`src/rtl/csc_matrix_3x3.sv`:
```
// 3x3 colour-space converter, out_k = clamp(sum_j C[k][j]*in_j + O[k]), 4-cycle latency, full throughput.
// Build option CSC_ROUND_EN: round half up before the normalising shift (default: floor).
module csc_matrix_3x3 #(
  parameter int DW   = 8,
  parameter int CW   = 12,
  parameter int FRAC = 9,
  parameter logic signed [CW-1:0] C11 = 12'sd153,
  parameter logic signed [CW-1:0] C12 = 12'sd301,
  parameter logic signed [CW-1:0] C13 = 12'sd58,
  parameter logic signed [CW-1:0] C21 = -12'sd86,
  parameter logic signed [CW-1:0] C22 = -12'sd170,
  parameter logic signed [CW-1:0] C23 = 12'sd256,
  parameter logic signed [CW-1:0] C31 = 12'sd256,
  parameter logic signed [CW-1:0] C32 = -12'sd214,
  parameter logic signed [CW-1:0] C33 = -12'sd42,
  parameter logic signed [CW-1:0] O1  = 12'sd0,
  parameter logic signed [CW-1:0] O2  = 12'sd128,
  parameter logic signed [CW-1:0] O3  = 12'sd128
) (
  input  logic          iClk,
  input  logic          iRst_n,
  input  logic [DW-1:0] iC0,
  input  logic [DW-1:0] iC1,
  input  logic [DW-1:0] iC2,
  input  logic          iHSync,
  input  logic          iVSync,
  input  logic          iLineValid,
  input  logic          iFrameValid,
  input  logic          iCoefWe,
  input  logic [3:0]    iCoefAddr,
  input  logic [CW-1:0] iCoefData,
  input  logic          iCoefCommit,
  output logic [DW-1:0] oC0,
  output logic [DW-1:0] oC1,
  output logic [DW-1:0] oC2,
  output logic          oHSync,
  output logic          oVSync,
  output logic          oLineValid,
  output logic          oFrameValid,
  output logic          oCoefPending
);

  localparam int LAT  = 4;
  localparam int NREG = 12;
  localparam int PW   = DW + CW + 1;
  localparam int SW   = PW + 2;
`ifdef CSC_ROUND_EN
  localparam logic signed [SW-1:0] RND = SW'(1) <<< (FRAC - 1);
`else
  localparam logic signed [SW-1:0] RND = '0;
`endif

  function automatic logic signed [CW-1:0] f_reset_coef(input logic [3:0] idx);
    case (idx)
      4'd0:    return C11;
      4'd1:    return C12;
      4'd2:    return C13;
      4'd3:    return C21;
      4'd4:    return C22;
      4'd5:    return C23;
      4'd6:    return C31;
      4'd7:    return C32;
      4'd8:    return C33;
      4'd9:    return O1;
      4'd10:   return O2;
      4'd11:   return O3;
      default: return '0;
    endcase
  endfunction

  logic signed [CW-1:0] r_shadow     [NREG];
  logic signed [CW-1:0] r_active     [NREG];
  logic signed [CW-1:0] w_shadow_nxt [NREG];
  logic signed [CW-1:0] w_active_nxt [NREG];
  logic                 r_pending;
  logic                 w_pending_nxt;
  logic                 w_copy;

  logic signed [DW:0]   w_px   [3];
  logic signed [PW-1:0] r_prod [3][3];
  logic signed [CW-1:0] r_off  [3];
  logic signed [SW-1:0] r_sa   [3];
  logic signed [SW-1:0] r_sb   [3];
  logic signed [SW-1:0] w_sum  [3];
  logic signed [SW-1:0] w_shr  [3];
  logic signed [SW-1:0] r_s3   [3];
  logic [DW-1:0]        w_sat  [3];
  logic [DW-1:0]        r_out  [3];
  logic [LAT-1:0][3:0]  r_sync;

  // Bank update: the copy sees a same-edge shadow write, and the pixel sampled on the copy edge uses the new bank.
  always_comb begin
    w_copy = r_pending & ~iFrameValid;
    for (int i = 0; i < NREG; i++) begin
      if (iCoefWe && (iCoefAddr == 4'(i))) begin
        w_shadow_nxt[i] = iCoefData;
      end else begin
        w_shadow_nxt[i] = r_shadow[i];
      end
      if (w_copy) begin
        w_active_nxt[i] = w_shadow_nxt[i];
      end else begin
        w_active_nxt[i] = r_active[i];
      end
    end
    if (w_copy) begin
      w_pending_nxt = 1'b0;
    end else if (iCoefCommit) begin
      w_pending_nxt = 1'b1;
    end else begin
      w_pending_nxt = r_pending;
    end
  end

  // Shadow/active coefficient banks and commit flag.
  always_ff @(posedge iClk) begin
    if (!iRst_n) begin
      for (int i = 0; i < NREG; i++) begin
        r_shadow[i] <= f_reset_coef(4'(i));
        r_active[i] <= f_reset_coef(4'(i));
      end
      r_pending <= 1'b0;
    end else begin
      for (int i = 0; i < NREG; i++) begin
        r_shadow[i] <= w_shadow_nxt[i];
        r_active[i] <= w_active_nxt[i];
      end
      r_pending <= w_pending_nxt;
    end
  end

  // Pixels enter as non-negative signed operands; normalise, then clamp to the unsigned output range.
  always_comb begin
    w_px[0] = {1'b0, iC0};
    w_px[1] = {1'b0, iC1};
    w_px[2] = {1'b0, iC2};
    for (int k = 0; k < 3; k++) begin
      w_sum[k] = r_sa[k] + r_sb[k] + RND;
      w_shr[k] = w_sum[k] >>> FRAC;
      if (r_s3[k][SW-1]) begin
        w_sat[k] = '0;
      end else if (|r_s3[k][SW-2:DW]) begin
        w_sat[k] = '1;
      end else begin
        w_sat[k] = r_s3[k][DW-1:0];
      end
    end
  end

  // Four-stage datapath; offsets travel with their pixel so a bank copy never mixes old and new terms.
  always_ff @(posedge iClk) begin
    if (!iRst_n) begin
      for (int k = 0; k < 3; k++) begin
        for (int j = 0; j < 3; j++) begin
          r_prod[k][j] <= '0;
        end
        r_off[k] <= '0;
        r_sa[k]  <= '0;
        r_sb[k]  <= '0;
        r_s3[k]  <= '0;
        r_out[k] <= '0;
      end
      r_sync <= '0;
    end else begin
      for (int k = 0; k < 3; k++) begin
        for (int j = 0; j < 3; j++) begin
          r_prod[k][j] <= PW'(w_px[j]) * PW'(w_active_nxt[3*k+j]);
        end
        r_off[k] <= w_active_nxt[9+k];
        r_sa[k]  <= SW'(r_prod[k][0]) + SW'(r_prod[k][1]);
        r_sb[k]  <= SW'(r_prod[k][2]) + (SW'(r_off[k]) <<< FRAC);
        r_s3[k]  <= w_shr[k];
        r_out[k] <= w_sat[k];
      end
      r_sync <= {r_sync[LAT-2:0], iHSync, iVSync, iLineValid, iFrameValid};
    end
  end

  assign oC0          = r_out[0];
  assign oC1          = r_out[1];
  assign oC2          = r_out[2];
  assign oHSync       = r_sync[LAT-1][3];
  assign oVSync       = r_sync[LAT-1][2];
  assign oLineValid   = r_sync[LAT-1][1];
  assign oFrameValid  = r_sync[LAT-1][0];
  assign oCoefPending = r_pending;

endmodule

```
`config.mk`:
```
export PLATFORM = sky130hd
export DESIGN_NAME = csc_matrix_3x3
export DESIGN_NICKNAME = d
export VERILOG_FILES = /design/src/rtl/csc_matrix_3x3.sv
export SDC_FILE = /design/constraint.sdc
export NUM_CORES = 2
export LEC_CHECK = 0
export CORE_MARGIN = 2
export CORE_UTILIZATION = 45
export DETAILED_ROUTE_END_ITERATION = 16
export DONT_BUFFER_PORTS = 1
export SETUP_SLACK_MARGIN = 0.02
export SYNTH_ARGS = -nofsm -noshare
export SYNTH_HDL_FRONTEND = slang
export SYNTH_SLANG_ARGS = --single-unit
export TNS_END_PERCENT = 50
```
`constraint.sdc`:
```
create_clock -name iClk -period 6.8 [get_ports iClk]
set_input_delay 1.36 -clock iClk [delete_from_list [all_inputs] [get_ports iClk]]
set_output_delay 1.36 -clock iClk [all_outputs]
set_load 0.005 [all_outputs]
```
==> results by stage <==
Placed design:
- The count of input and output buffers is 0.
- The final weighted congestion in routability-driven placement is 0.8483.
- Prior to clock tree synthesis, the placed netlist has a worst setup slack of -275.1 ps.
- Summed over all nets, the half-perimeter wirelength after detailed placement is 113400 um.
- After detailed placement, the total cell area comes to 0.06477 sq mm.
- The number of placed cells counting well taps is 8727.

Timing:
- The number of max-slew violations in the final report came to 0.
- The final critical path takes up 93.57% of the cycle.
- In this run the tightest slew margin relative to its limit is 27.64%.
- The actual slew at the worst max-slew pin is 1083 ps.
- The total negative slack for setup checks is 0 ps.
- The number of hold-slack violations in the final timing report came to 0.
- The clock tree skew after final layout is 46.13 ps.
- Derived from the worst setup path, the maximum achievable clock frequency is 157.2 MHz.
- Setup repair after global routing left no endpoint under its margin.
- The smallest setup slack after layout is 437.0 ps.
- The total setup violations reported at the end of the flow is 0.
- The minimum clock period is 6363 ps.

Routing:
- The first-pass detailed-route iteration total is 6.
- Across all layers, the routed design uses 44414 vias.
- Wires add up to 148200 um.
- Dividing the detail-routed via count by the number of cells gives 5.003.
- The post-detailed-route DRC marker count is 0.
- The violation count after the first detailed-route iteration is 2218.
- The average wire per cell in the routed design is 16.69 um.
- The count of antenna-violating nets left after detailed routing is 0.

Clocking:
- Clock tree synthesis selected as its root buffer the cell sky130_fd_sc_hd__clkbuf_16.
- The H-tree level count is 3.
- The clock buffer count from CTS is 82.
- The clock slew at the register clock pins of the worst setup and hold paths is 60 ps.
- The TritonCTS clock tree is done.
- The setup fix buffers added after clock tree synthesis is 0.
- The post-cts sizing count is 0.
- After clock tree synthesis, the flow added hold-fix buffers numbering 0.
- The number of buffers between clock root and the deepest sink is 3.
- For this design, the sink count on the clock tree is 694.
- The later pin in the worst-skew pair is clocked with a latency of 690 ps.

Final layout:
- The layout overhead on the synthesized area is 13.57%.
- The utilization after layout is 51.50%.
- The library cells used most frequently in the layout, excluding fill and tap cells, are sky130_fd_sc_hd__inv_1 (1198), sky130_fd_sc_hd__nand2_1 (767), sky130_fd_sc_hd__fa_1 (708).
- The area used by multi-input combinational logic is 0.04035 sq mm.
- The area used by sequential logic in the layout is 0.01389 sq mm.
- At the end of the flow, the number of nets in the layout was 8352.
- The layout has 12461 filler cells.
- The share of layout cells above drive strength 1 is 9.889%.
- With fillers left out, the area of the finished cells amounts to 0.06770 sq mm.
- The final cell count without fillers is 8878.
- The library cell used most frequently in the layout, excluding fill and tap cells, is sky130_fd_sc_hd__inv_1.

Power:
- Across the VDD grid, the largest voltage drop is 314.6 uV.
- The leakage dissipation is 34.60 nW.
- The combinational cell fraction of total power is 54.6%.
- The internal power contribution is 13.19 mW.
- The clock network fraction of total power is 21.9%.
- In this run switching power makes up 39.13% of total power.
- The part of the total power dissipated in sequential elements is 23.5%.
- Dividing total power by cell area gives a power density of 320.2 mW/mm^2.
- The net switching component of the power is 8.481 mW.

Global route:
- The initial antenna violation count came to 4.
- The total track usage is 22.34%.
- The maximum number of pins on one net before global-route repair is 345.
- The final global-route overflow total is 0.
- The via count of the first global-routing pass came to 45598.
- The global-route wire length before repair is 241600 um.

Setup path:
- The top cell family by delay on the critical path is adder cells.
- The worst setup slack for register-to-register paths is 1020 ps.
- At the worst endpoint, the required time is 7400 ps.
- The worst setup path is captured at a register.
- STA classifies the critical path startpoint as a primary input.
- For this design, the slowest cell found on the critical path is sky130_fd_sc_hd__fa_1.
- The signal on the critical path passes through nor3b_2, buf_4, and3_1, buf_12, mux2i_1, o21ai_1, nand2_1, fa_1, fa_1, inv_1, fa_1, inv_1, fa_1, inv_1, ha_1, o21a_1, o21a_1, o22a_1, a311o_1, o31a_1, a31oi_1, mux2i_1.
- For the worst setup path, the data arrival time is 6960 ps.
- The most common cell type on the critical path is sky130_fd_sc_hd__fa_1.
- The critical path class is primary input to register.
- The worst register-to-register path begins at oCoefPending.
- Of all nets on the critical path, the largest fanout is 10.
- The biggest cell delay along the critical path is 550 ps.
- The start point of the critical path is iCoefAddr[3].
- The critical path contains buffers and inverters numbering 5 combined.

Floorplanning:
- The number of rows in the core area is 133.
- 77 I/O pins were placed.
- From bottom edge to top edge, the die measures 368.0 um.
- The core region is 0.1315 sq mm.
- The starting density of the core is 45.34%.
- The chip width is 368.0 um.
- The floorplan step defined a die boundary enclosing 0.1354 sq mm.

Run status:
- The run finished with clean final reports.

Logic synthesis:
- Counting flops with a built-in enable in the synthesized netlist gives 0.
- The gate count after technology mapping is 6717.
- In this run, distinct cell masters in the synthesized netlist total 72.
- Of the synthesized area, sequential elements account for 23.31%.
- The area of the mapped netlist is 0.05961 sq mm.
- In the synthesized netlist the dominant register cell turns out to be sky130_fd_sc_hd__dfxtp_1.
- The share of flip-flops with an asynchronous set or reset is 0%.
- The number of nets handed over by synthesis was 8013.
- The count of synthesis-stage warnings from yosys is 0.
- The number of storage elements in the synthesis netlist is 694.
- The average cell area after synthesis is 8.874 sq um.

Min path:
- The startpoint identified for the worst hold timing path is r_prod[0][8].
- The worst hold-check path type is register to register.

Flow run:
- Max-cap violations in this run came to 0.
cell usage after synthesis (all sizes together), types with 111 or more instances:
cell type / n / share of area [%]
nand2: 767 / 4.8
a21oi: 196 / 1.6
dfxtp: 694 / 23
a21o: 111 / 1.4
nor2: 350 / 2.2
mux2i: 174 / 2.9
inv: 1198 / 7.5
clkbuf: 197 / 1.2
o21ai: 231 / 1.9
fa: 708 / 24
and2: 572 / 6.0
ha: 540 / 11
sequential cells by signal, indices dropped and copies added, names as in the netlist:
name,flops
r_s3,42
oVSync,1
r_prod,189
r_sa,66
r_sb,66
r_shadow,144
oHSync,1
oLineValid,1
oFrameValid,1
r_sync,12
r_active,143
r_out,24
r_off,3
oCoefPending,1
cell type report:
| cell class | count | area share, % |
|---|---|---|
| multi-input cells | 4590 | 59.60 |
| flip-flops and latches | 694 | 20.52 |
| inverters | 1199 | 6.659 |
| repair buffers | 489 | 5.644 |
| clock buffers | 108 | 3.414 |
| well taps | 1755 | 3.244 |
| clock inverters | 39 | 0.9038 |
| diodes | 4 | 0.01479 |
power groups by stage:
stage | clock [mW] | combinational, mW | sequential (mW)
floorplan | 0 | 8.12 | 4.95
global placement | 0 | 11.6 | 5.19
detailed placement | 0 | 11.8 | 5.19
CTS | 4.86 | 11.9 | 5.10
global route | 5.02 | 13.5 | 5.13
finish | 4.75 | 11.8 | 5.10
cells by family after synthesis:
group / Yosys count / synth area share [%]
AOI/OAI and AO/OA: 883 / 9.597
xor gates and xnor gates: 187 / 2.748
adders and majority gates: 1248 / 35.11
buffers and inverters: 1433 / 9.066
DFF: 694 / 23.31
muxes: 177 / 2.978
and+or+nand+nor: 2095 / 17.19
routing by layer:
| metal | global-route usage, % | routed length, um | up-vias |
|---|---|---|---|
| li1 | - | - | 21806 |
| met1 | 29.91 | 68150 | 21682 |
| met2 | 36.58 | 68110 | 721 |
| met3 | 3.703 | 7231 | 203 |
| met4 | 7.614 | 4646 | 2 |
| met5 | 0 | 20 | - |
path summary, 6_finish.rpt:
path | to | cells past startpoint
worst max-delay path | r_prod[0][124] | 22
worst max register to register | r_prod[0][19] | 20
worst min register to register | r_sb[0][8] | 1
worst min-delay path | r_sb[0][8] | 1
through the flow:
| stage | hold slack, ps | total power, mW |
|---|---|---|
| floorplan | 411.9 | 13.07 |
| global placement | 413.1 | 16.83 |
| detailed placement | 418.5 | 17.01 |
| CTS | 408.8 | 21.88 |
| global route | 416.8 | 23.67 |
| finish | 409.0 | 21.67 |
No activity file was read; power rests on OpenSTA's default activity.
